## config.mk

```make
export PLATFORM = sky130hd
export DESIGN_NAME = grid_pos_stepper
export DESIGN_NICKNAME = d
export VERILOG_FILES = /design/src/rtl/grid_pos_stepper.sv
export SDC_FILE = /design/constraint.sdc
export NUM_CORES = 1
export LEC_CHECK = 0
export CORE_ASPECT_RATIO = 0.8
export CORE_UTILIZATION = 60
export DETAILED_ROUTE_END_ITERATION = 8
export PLACE_DENSITY_LB_ADDON = 0.08
export SETUP_SLACK_MARGIN = 0.2
export SYNTH_ARGS = -nofsm -noshare
export SYNTH_HDL_FRONTEND = slang
export SYNTH_SLANG_ARGS = --single-unit
```

## constraint.sdc

```tcl
create_clock -name clk -period 6.8 [get_ports clk]
set_input_delay 1.7 -clock clk [delete_from_list [all_inputs] [get_ports clk]]
set_output_delay 1.7 -clock clk [all_outputs]
set_load 0.1 [all_outputs]
```

## src/rtl/grid_pos_stepper.sv

```systemverilog
// grid_pos_stepper: player position register for the 80x50 play matrix.
// Steps one cell per TICK_DIV clocks while running, steering from debounced
// direction buttons, with start/pause control and border handling.
// Build option: define GRID_POS_WRAP_EN for toroidal wrap at the border;
// left undefined, a move off the grid is blocked and stops the game.
module grid_pos_stepper #(
  parameter int GRID_W   = 80,
  parameter int GRID_H   = 50,
  parameter int TICK_DIV = 25_000_000,
  parameter int START_X  = 40,
  parameter int START_Y  = 25
) (
  input  logic       clk,
  input  logic       rst_n,
  input  logic       btn_up,
  input  logic       btn_down,
  input  logic       btn_left,
  input  logic       btn_right,
  input  logic       start,
  input  logic       pause,
  output logic [6:0] matrix_idx_x,
  output logic [5:0] matrix_idx_y,
  output logic [1:0] dir,
  output logic [1:0] run_state,
  output logic       pos_valid,
  output logic       edge_hit
);

  typedef enum logic [1:0] {
    ST_IDLE   = 2'b00,
    ST_RUN    = 2'b01,
    ST_PAUSED = 2'b10
  } state_e;

  typedef enum logic [1:0] {
    DIR_RIGHT = 2'b00,
    DIR_LEFT  = 2'b01,
    DIR_UP    = 2'b10,
    DIR_DOWN  = 2'b11
  } dir_e;

  localparam int              CNT_W    = (TICK_DIV > 2) ? $clog2(TICK_DIV) : 1;
  localparam logic [CNT_W-1:0] CNT_LAST = CNT_W'(TICK_DIV - 1);
  localparam logic [6:0]      X_MAX    = 7'(GRID_W - 1);
  localparam logic [5:0]      Y_MAX    = 6'(GRID_H - 1);
  localparam logic [6:0]      X_START  = 7'(START_X);
  localparam logic [5:0]      Y_START  = 6'(START_Y);

  state_e           state_q, state_d;
  dir_e             dir_q, dir_d;
  dir_e             pend_q, pend_d;
  logic [CNT_W-1:0] cnt_q, cnt_d;
  logic [6:0]       x_q, x_d;
  logic [5:0]       y_q, y_d;
  logic             pos_valid_q, pos_valid_d;
  logic             edge_hit_q, edge_hit_d;

  // Candidate cell for a step in the pending heading, and whether it is blocked.
  logic [6:0] step_x;
  logic [5:0] step_y;
  logic       step_blocked;

  // Compute the target cell; bounds are compared before any increment/decrement.
  always_comb begin
    // NOTE: every comb output gets a default first so no path leaves it unassigned (no latch).
    step_x       = x_q;
    step_y       = y_q;
    step_blocked = 1'b0;
    unique case (pend_q)
      DIR_RIGHT: begin
        if (x_q == X_MAX) begin
`ifdef GRID_POS_WRAP_EN
          step_x = 7'd0;
`else
          step_blocked = 1'b1;
`endif
        end else begin
          step_x = x_q + 7'd1;
        end
      end
      DIR_LEFT: begin
        if (x_q == 7'd0) begin
`ifdef GRID_POS_WRAP_EN
          step_x = X_MAX;
`else
          step_blocked = 1'b1;
`endif
        end else begin
          step_x = x_q - 7'd1;
        end
      end
      DIR_UP: begin
        if (y_q == 6'd0) begin
`ifdef GRID_POS_WRAP_EN
          step_y = Y_MAX;
`else
          step_blocked = 1'b1;
`endif
        end else begin
          step_y = y_q - 6'd1;
        end
      end
      DIR_DOWN: begin
        if (y_q == Y_MAX) begin
`ifdef GRID_POS_WRAP_EN
          step_y = 6'd0;
`else
          step_blocked = 1'b1;
`endif
        end else begin
          step_y = y_q + 6'd1;
        end
      end
      default: ;
    endcase
  end

  // Next-state: heading sampling, run control, tick counter and stepping.
  always_comb begin
    state_d     = state_q;
    dir_d       = dir_q;
    pend_d      = pend_q;
    cnt_d       = cnt_q;
    x_d         = x_q;
    y_d         = y_q;
    pos_valid_d = 1'b0;
    edge_hit_d  = 1'b0;

    // Highest-priority held button that is not a reversal of the committed heading.
    if (btn_up && dir_q != DIR_DOWN)         pend_d = DIR_UP;
    else if (btn_down && dir_q != DIR_UP)    pend_d = DIR_DOWN;
    else if (btn_left && dir_q != DIR_RIGHT) pend_d = DIR_LEFT;
    else if (btn_right && dir_q != DIR_LEFT) pend_d = DIR_RIGHT;

    unique case (state_q)
      ST_IDLE: begin
        if (start) begin
          state_d = ST_RUN;
          x_d     = X_START;
          y_d     = Y_START;
          cnt_d   = '0;
          dir_d   = DIR_RIGHT;
          pend_d  = DIR_RIGHT;
        end
      end
      ST_RUN: begin
        if (pause) begin
          // Pause wins over a coincident step; counter holds.
          state_d = ST_PAUSED;
        end else if (cnt_q == CNT_LAST) begin
          cnt_d = '0;
          dir_d = pend_q;
          if (step_blocked) begin
            edge_hit_d = 1'b1;
            state_d    = ST_IDLE;
          end else begin
            x_d         = step_x;
            y_d         = step_y;
            pos_valid_d = 1'b1;
          end
        end else begin
          cnt_d = cnt_q + 1'b1;
        end
      end
      ST_PAUSED: begin
        if (pause) state_d = ST_RUN;
      end
      default: state_d = ST_IDLE;
    endcase
  end

  // State registers with asynchronous reset to the start position.
  always_ff @(posedge clk or negedge rst_n) begin
    if (!rst_n) begin
      state_q     <= ST_IDLE;
      dir_q       <= DIR_RIGHT;
      pend_q      <= DIR_RIGHT;
      cnt_q       <= '0;
      x_q         <= X_START;
      y_q         <= Y_START;
      pos_valid_q <= 1'b0;
      edge_hit_q  <= 1'b0;
    end else begin
      // NOTE: non-blocking assignments so every flop samples pre-edge values.
      state_q     <= state_d;
      dir_q       <= dir_d;
      pend_q      <= pend_d;
      cnt_q       <= cnt_d;
      x_q         <= x_d;
      y_q         <= y_d;
      pos_valid_q <= pos_valid_d;
      edge_hit_q  <= edge_hit_d;
    end
  end

  assign matrix_idx_x = x_q;
  assign matrix_idx_y = y_q;
  assign dir          = dir_q;
  assign run_state    = state_q;
  assign pos_valid    = pos_valid_q;
`ifdef GRID_POS_WRAP_EN
  assign edge_hit     = 1'b0;
`else
  assign edge_hit     = edge_hit_q;
`endif

endmodule

```

Word-level counts from Yosys, hierarchy flattened

Index checks and enable logic that the tools add are counted.

Add/subtract/negate cells: 5
Equal/unequal tests: 24
Mux-type cells: 49
Reduce and logical (&&, ||, !) cells: 15

Operators by type and width:

| cell                                                                     | number |
|---|---|
| 25-bit 2-to-1 mux                                                        | 3 |
| 25-bit case mux with 2 select lines                                      | 1 |
| 7-bit 2-to-1 mux                                                         | 6 |
| 6-bit 2-to-1 mux                                                         | 6 |
| 2-bit 2-to-1 mux                                                         | 14 |
| 7-bit case mux with 2 select lines                                       | 2 |
| 25-bit by 1-bit adder with 25-bit output (second input constant)         | 1 |
| 25-bit == test (second input constant)                                   | 1 |
| 6-bit case mux with 2 select lines                                       | 2 |
| 3-bit inequality test (second input constant)                            | 6 |
| 8-bit AND reduction                                                      | 2 |
| 2-bit inequality test (second input constant)                            | 7 |
| 1-bit 2-to-1 mux                                                         | 12 |
| 4-bit AND reduction                                                      | 2 |
| 7-bit by 1-bit adder with 7-bit output (second input constant)           | 1 |
| 7-bit == test (second input constant)                                    | 1 |
| 7-bit logical NOT                                                        | 1 |
| 7-bit by 1-bit subtractor with 7-bit output (second input constant)      | 1 |
| 6-bit by 1-bit adder with 6-bit output (second input constant)           | 1 |
| 2-bit == test (second input constant)                                    | 3 |
| 6-bit == test (second input constant)                                    | 1 |
| 6-bit logical NOT                                                        | 1 |
| 3-bit by 1-bit inequality test with 1-bit output (second input constant) | 2 |
| 2-bit case mux with 3 select lines                                       | 1 |
| other kinds (9)                                                          | 15 |

Register bits: 46
Input bits: 8
Output and inout port bits: 19

Longest topological paths before layout

Gate-level depths: netlist of the first run.

Word-level depth: 8
Mapped depth: 8
Mapped depth without buffers: 8

Worst setup path before layout of the first run

Ideal clock, no wire load.

Path type: input to register
From: input pause
To: register cnt_q[17]
Arrival time: 3.320 ns
Path slack: 3.402 ns
Stages: 6
Cell sequence: a21oi_2 > or4b_4 > or4_4 > buf_6 > or3_1 > a21oi_1

Longest elaborated chain between the ends: 2

RTL lines:

| what                            | line | text |
|---|---|---|
| start: declaration              | 20   | `input logic pause,` |
| 2-bit inequality test (no line) | n/a  |  |
| 3-bit AND reduction (no line)   | n/a  |  |
| end signal: assignment          | 188  | `cnt_q <= cnt_d;` |
| end: declaration                | 52   | `logic [CNT_W-1:0] cnt_q, cnt_d;` |

Every way passes these cells.
A chain may end at the register's enable or synchronous reset.

Final worst setup path of the first run

From: register y_q[0] (netlist: matrix_idx_y[0])
To: output matrix_idx_y[0]

RTL lines:

| what                     | line | text |
|---|---|---|
| start: declaration       | 54   | `logic [5:0] y_q, y_d;` |
| start signal: assignment | 190  | `y_q <= y_d;` |
| end: declaration         | 22   | `output logic [5:0] matrix_idx_y,` |

No word-level cell between the ends.

==> results of run 1 <==
[logic make-up (layout without fill, tap and decap cells)]
| group | after synthesis | in the layout | share of synthesized area (%) |
|---|---|---|---|
| muxes | 4 | 4 | 1.490 |
| and+or+nand+nor | 129 | 129 | 24.79 |
| AOI/OAI and AO/OA | 63 | 63 | 13.81 |
| DFF | 46 | 46 | 41.76 |
| buffers and inverters | 23 | 50 | 3.657 |
| xor gates and xnor gates | 27 | 27 | 8.533 |
| adders and majority gates | 12 | 12 | 5.959 |
[Yosys cell counts, types with 3 or more instances]
| cell | count |
|---|---|
| nand2_1 | 24 |
| nor4_1 | 4 |
| xor2_1 | 8 |
| mux2i_1 | 3 |
| nand3b_1 | 3 |
| ha_1 | 10 |
| nor2_1 | 36 |
| nor2b_1 | 5 |
| inv_1 | 16 |
| and3_1 | 3 |
| clkbuf_1 | 5 |
| a21o_1 | 4 |
| nor3_2 | 4 |
| a21oi_1 | 17 |
| dfstp_2 | 5 |
| nand4_1 | 6 |
| dfrtp_1 | 41 |
| a211oi_1 | 4 |
| and4_1 | 3 |
| o21bai_1 | 3 |
| nand3_1 | 18 |
| nor3_1 | 8 |
| o21ai_0 | 20 |
| xnor2_1 | 19 |
[layer usage]
layer  GRT usage (%)  share of wire, %  routed length, um
met1           40.83                49               2894
met3           5.109               5.9                346
met4           6.250               1.1                 63
met2           39.27                44               2577
met5               0                 0                  0
[worst max path at each step]
stage                               start         endpoint  slack (ns)  depth (start not counted)
after floorplan                     pause        cnt_q[17]        3.40                          6
after global placement              pause           dir[0]        2.85                          5
after detailed placement            pause           dir[0]        2.75                          5
after CTS                 matrix_idx_y[0]  matrix_idx_y[0]        3.03                          1
after global routing                pause        cnt_q[24]        2.80                          7
final                     matrix_idx_y[0]  matrix_idx_y[0]        3.04                          1
[flip-flops by register name, summed over array words and instances (netlist names)]
| name | flops |
|---|---|
| cnt_q | 25 |
| matrix_idx_x | 7 |
| matrix_idx_y | 6 |
| dir | 2 |
| pend_q | 2 |
| run_state | 2 |
| edge_hit | 1 |
| pos_valid | 1 |
[metrics by stage]
step / util (%) / cells / setup WS, ns
final: 73.49 / 388 / 3.042
after global routing: 73.49 / 388 / 2.804
after CTS: 73.49 / 388 / 3.033
after detailed placement: 70.94 / 380 / 2.752
after global placement: 70.94 / 380 / 2.850
after floorplan: - / 304 / 3.402
[power by group]
| group | internal [uW] | leakage (uW) | switching [uW] | total, uW |
|---|---|---|---|---|
| Clock | 110 | 0.0000514 | 93.9 | 204 |
| Sequential | 294 | 0.000616 | 39.9 | 334 |
| Combinational | 91.1 | 0.000659 | 227 | 318 |
[final cells by class]
class / instances / share of cell area, %
inverters: 16 / 1.896
well taps: 57 / 2.252
clock inverters: 2 / 1.185
repair buffers: 26 / 8.060
clock buffers: 6 / 2.292
multi-input cells: 235 / 47.77
flip-flops and latches: 46 / 36.55
==> metrics.md, run 1 <==
| Metric | Value |
|---|---|
| Status | complete, no violations |
| WHS Path Cells | 2 |
| Ys flop type | dfrtp_1 |
| Setup TNS | 0 ns |
| Cts bufs inserted | 5 |
| Largest stage delay, worst path | 1.15 ns |
| Fin crit share | ~55% |
| Least-Margin Pin Slew | 0.9871 ns |
| Post-synth top area share | around 37% |
| DR pass1 iterations | 4 |
| Crit path max-delay cell type | clkdlybuf4s50_1 |
| Power Total | 855.4 uW |
| CP Cell Sequence | clkdlybuf4s50_1 |
| Core ar. | 4309 sq um |
| Grt total ovfl | 0 |
| VDD IR-drop max | between 0.0003 and 0.0004 V |
| Fmax | 266.1 MHz |
| Reg-to-Reg Start | pend_q[1] |
| Number of synthesized flops with an enable pin | 0 |
| Placement row count | 21 |
| # port buffers | 26 |
| Crit path launch type | flip-flop |
| Largest net degree at the start of global routing | 47 |
| Die Wd | 77.99 um |
| Pwr Density | about 270 nW/um^2 |
| Sequential share of the synthesized area | 41.76% |
| Aggregate routed wire length | about 5.9 mm |
| Synthesized Nets | 324 |
| Top Ports | 27 |
| Routed Antenna Nets | 0 |
| Netlist Area Pre-Place | 2771 sq um |
| Worst Path Arrival | 2.06 ns |
| Clock latency on the worst-skew pair | 0.30 ns |
| Most frequent cells in the layout | 41 x dfrtp_1, 36 x nor2_1, 25 x clkdlybuf4s50_1, 24 x nand2_1, 20 x o21ai_0 |
| Dpl cell area | 3057 sq um |
| Filler Cell Count | 340 |
| Worst R2R End | matrix_idx_x[6] |
| Yosys warns | 0 |
| Most common library cell in the layout ignoring fill and taps | dfrtp_1 |
| Area growth, synth to finish | 14.27% |
| Delay-heaviest family, CP | buffers and inverters |
| Post-CTS Setup Bufs | 0 |
| CP bufs+invs | 1 |
| Crit path capture type | primary output |
| Hold Buf Count CTS | 0 |
| WHS | 0.5232 ns |
| Clock Tree Root | clkbuf_8 |
| Final Hold Violating Endpoints | 0 |
| Die area | 4897 sq um |
| Design Area, Final | between 3000 and 4000 sq um |
| Worst Skew | 0.009847 ns |
| RSZ-0062 raised after global routing | no |
| # clock sinks | 46 |
| Drc violations | 0 |
| CTS clk-pin slew, worst paths | 0.09 ns |
| WL per Instance | 15.16 um |
| Initial core utilization | 64.31% |
| Flop-to-flop setup slack | 3.91 ns |
| Worst Reg2Reg Path Length in Cells | 8 |
| Min Clock Period, post-route | around 3.8 ns |
| Max_cap viols | 0 |
| Count of cell types in the netlist | approximately 50 |
| Die Ht | about 63 um |
| Dominant cells by area after synthesis | dfrtp_1 37%, xnor2_1 6.0%, nor2_1 4.9% |
| Type of the worst setup path | reg -> out |
| Nets | 350 |
| Avg Inst Size Synth | 9.116 sq um |
| Leakage | 0.001327 uW |
| Total number of vias | between 2000 and 2500 |
| Vias in the first global route | roughly 2200 |
| H-tree depth | 2 |
| CTS max path bufs | 2 |
| Final Max Slew Viols | 0 |
| WHS Endpoint | matrix_idx_y[4] |
| GPL Wtd Cong | 0.8759 |
| Post-DP HPWL | between 4 and 5 mm |
| Sequential Area | roughly 1200 sq um |
| Ys async rst share | 100.0% |
| First-pass GRT wire length | 10.22 mm |
| CP max FO | 7 |
| Drt initial violations | 182 |
| Synth Register Bits | 46 |
| Via/cell ratio | 5.897 |
| Worst Path Required | 5.10 ns |
| Hold_sp | matrix_idx_y[4] |
| Diodes inserted | 0 |
| GRT Util Overall | 26.71% |
| Fraction of layout cells with a size suffix above 1 | under 10% |
| Hold Crit Class | reg -> reg |
| Cell count after synthesis | 304 |
| Final setup fails | 0 |
| Yosys top cell by area | dfrtp_1 |
| Max_slew headroom | 34.19% |
| CTS tree | built |
| Post-CTS sizing | 0 |
| Initial antenna violation count | 0 |
| Multi-input gate area | 1513 sq um |
No activity file was read; power rests on OpenSTA's default activity.
==> run 2: changes to the inputs <==
CORE_UTILIZATION = 57   (was 60)
clock period = 3.9 ns   (was 6.8 ns; I/O delays follow)
==> run 2 against run 1 <==
Compared with the run above: largest cell class unchanged; final cell count is 1.3% higher; sequential power increased by 75%; design area up 0.16%; sequential share of layout area fell by 0.058 points; count of clock-buffer cells in the layout increased by 1; clock skew down 0.0020 ns; global-route usage is 1.3 points higher; non-clock buffer count is 2 higher; critical path type unchanged; first-iteration DRC count decreased by 38%; utilization shrank 4.9 points.
==> metrics.md, run 2 (synthesis results as in run 1) <==
| Metric | Value |
|---|---|
| Post-CTS Setup Bufs | 0 |
| Die Ht | 64.37 um |
| Worst Path Arrival | just over 2 ns |
| Vias in the first global route | 2267 |
| Min Clock Period, post-route | 3.022 ns |
| Via/cell ratio | 6.051 |
| CP Cell Sequence | clkdlybuf4s50_1 |
| GRT Util Overall | 28.01% |
| Max_cap viols | 0 |
| Final Hold Violating Endpoints | 0 |
| Sequential Area | 1157 sq um |
| Routed Antenna Nets | 0 |
| Die area | 5147 sq um |
| Sw frac | 41.87% |
| Fmax | 330.9 MHz |
| CP max FO | 8 |
| Diodes inserted | 0 |
| CTS tree | built |
| DR pass1 iterations | 4 |
| Nets | ~350 |
| Crit path launch type | flip-flop |
| Drc violations | 0 |
| Final Max Slew Viols | 0 |
| Worst Skew | 0.007816 ns |
| Hold Crit Class | reg -> reg |
| Initial antenna violation count | 0 |
| Max_slew headroom | 33.75% |
| Fraction of layout cells with a size suffix above 1 | 8.408% |
| First-pass GRT wire length | 10.91 mm |
| Post-CTS sizing | 0 |
| Drt initial violations | 113 |
| Pwr Density | 475.7 nW/um^2 |
| Dpl cells | 385 |
| Max reg flops | 25 |
| Filler Cell Count | 373 |
| Clock Tree Root | clkbuf_8 |
| Largest stage delay, worst path | 1.20 ns |
| Pint | 877.0 uW |
| Total number of vias | 2378 |
| Initial core utilization | 59.93% |
| VDD IR-drop max | 0.0003550 V |
| Post-Layout Cell Count | 393 |
| Crit path max-delay cell type | clkdlybuf4s50_1 |
| Least-Margin Pin Slew | between 0.9 and 1 ns |
| Clock latency on the worst-skew pair | 0.30 ns |
| Final setup fails | 0 |
| Core ar. | roughly 4600 sq um |
| # port buffers | 26 |
| Die Wd | roughly 80 um |
| Status | complete, no violations |
| Most frequent cells in the layout | 41 x dfrtp_1, 36 x nor2_1, 24 x nand2_1, 21 x clkdlybuf4s50_1, 20 x o21ai_0 |
| Leakage | between 0.001 and 0.0015 uW |
| Worst Path Required | 2.92 ns |
| Grt total ovfl | 0 |
| Placement row count | 22 |
| RSZ-0062 raised after global routing | no |
| Multi-input gate area | 1513 sq um |
| # clock sinks | 46 |
| Delay-heaviest family, CP | buffers and inverters |
| CTS max path bufs | 2 |
| Reg with most FFs | cnt_q |
| Clock power frac | 23.4% |
| H-tree depth | 2 |
| Cts bufs inserted | 5 |
| Post-DP HPWL | 4.316 mm |
| Area growth, synth to finish | 14.45% |
| Hold Buf Count CTS | 0 |
| Aggregate routed wire length | 6.129 mm |
| CP bufs+invs | 1 |
| Top Ports | 27 |
| Flop pwr share | 38.7% |
| Fin crit share | 77.48% |
| Type of the worst setup path | reg -> out |
| Largest net degree at the start of global routing | between 40 and 50 |
| Comb power frac | 37.9% |
| Setup TNS | 0 ns |
| GPL Wtd Cong | 0.8362 |
| Most common library cell in the layout ignoring fill and taps | dfrtp_1 |
| Crit path capture type | primary output |
| CTS clk-pin slew, worst paths | 0.09 ns |
| WL per Instance | approximately 16 um |
| Sw power | 631.8 uW |
==> run 2: power groups by stage <==
stage               Clock (uW)  Sequential, uW  Combinational, uW
floorplan                    0             690                318
global placement             0             588                566
detailed placement           0             591                567
CTS                        360             582                570
global route               382             592                624
finish                     353             584                572
==> run 2: final timing paths <==
kind,startpoint,end,cells after the start,slack (ns)
hold reg to reg,matrix_idx_y[4],matrix_idx_y[4],2,0.52
min in group asynchronous,rst_n,matrix_idx_y[2],1,0.83
max in group asynchronous,rst_n,cnt_q[14],1,2.45
setup / recovery,matrix_idx_x[0],matrix_idx_x[0],1,0.88
setup reg to reg,pend_q[1],matrix_idx_x[6],8,1.10
hold / removal,matrix_idx_y[4],matrix_idx_y[4],2,0.52
==> run 2: per-stage QoR <==
step / setup slack (ns) / instance area [sq um] / power, uW / hold slack, ns / utilization [%]
floorplan: 1.141 / 2771 / 1008 / 0.4761 / -
global placement: 0.6948 / 3065 / 1154 / 0.4920 / 66.29
detailed placement: 0.6468 / 3065 / 1159 / 0.5109 / 66.29
CTS: 0.8818 / 3172 / 1512 / 0.5252 / 68.59
global route: 0.7327 / 3172 / 1598 / 0.5377 / 68.59
finish: 0.8783 / 3172 / 1509 / 0.5215 / 68.59
==> run 2: cell type report <==
type | instances | share of cell area, %
clock buffer | 7 | 2.406
multi-input combinational | 235 | 47.69
clock inverter | 1 | 0.9467
tap | 60 | 2.367
timing repair buffer | 28 | 8.205
sequential | 46 | 36.49
inverter | 16 | 1.893
==> run 2: routing by layer <==
metal  vias to the layer above  global-route usage, %  share of wire [%]
li1                       1136                      -                  -
met1                      1173                  40.15                 49
met2                        57                  42.74                 45
met3                        12                  4.571                4.6
met4                         0                  10.04                1.5
met5                         -                      0                  0
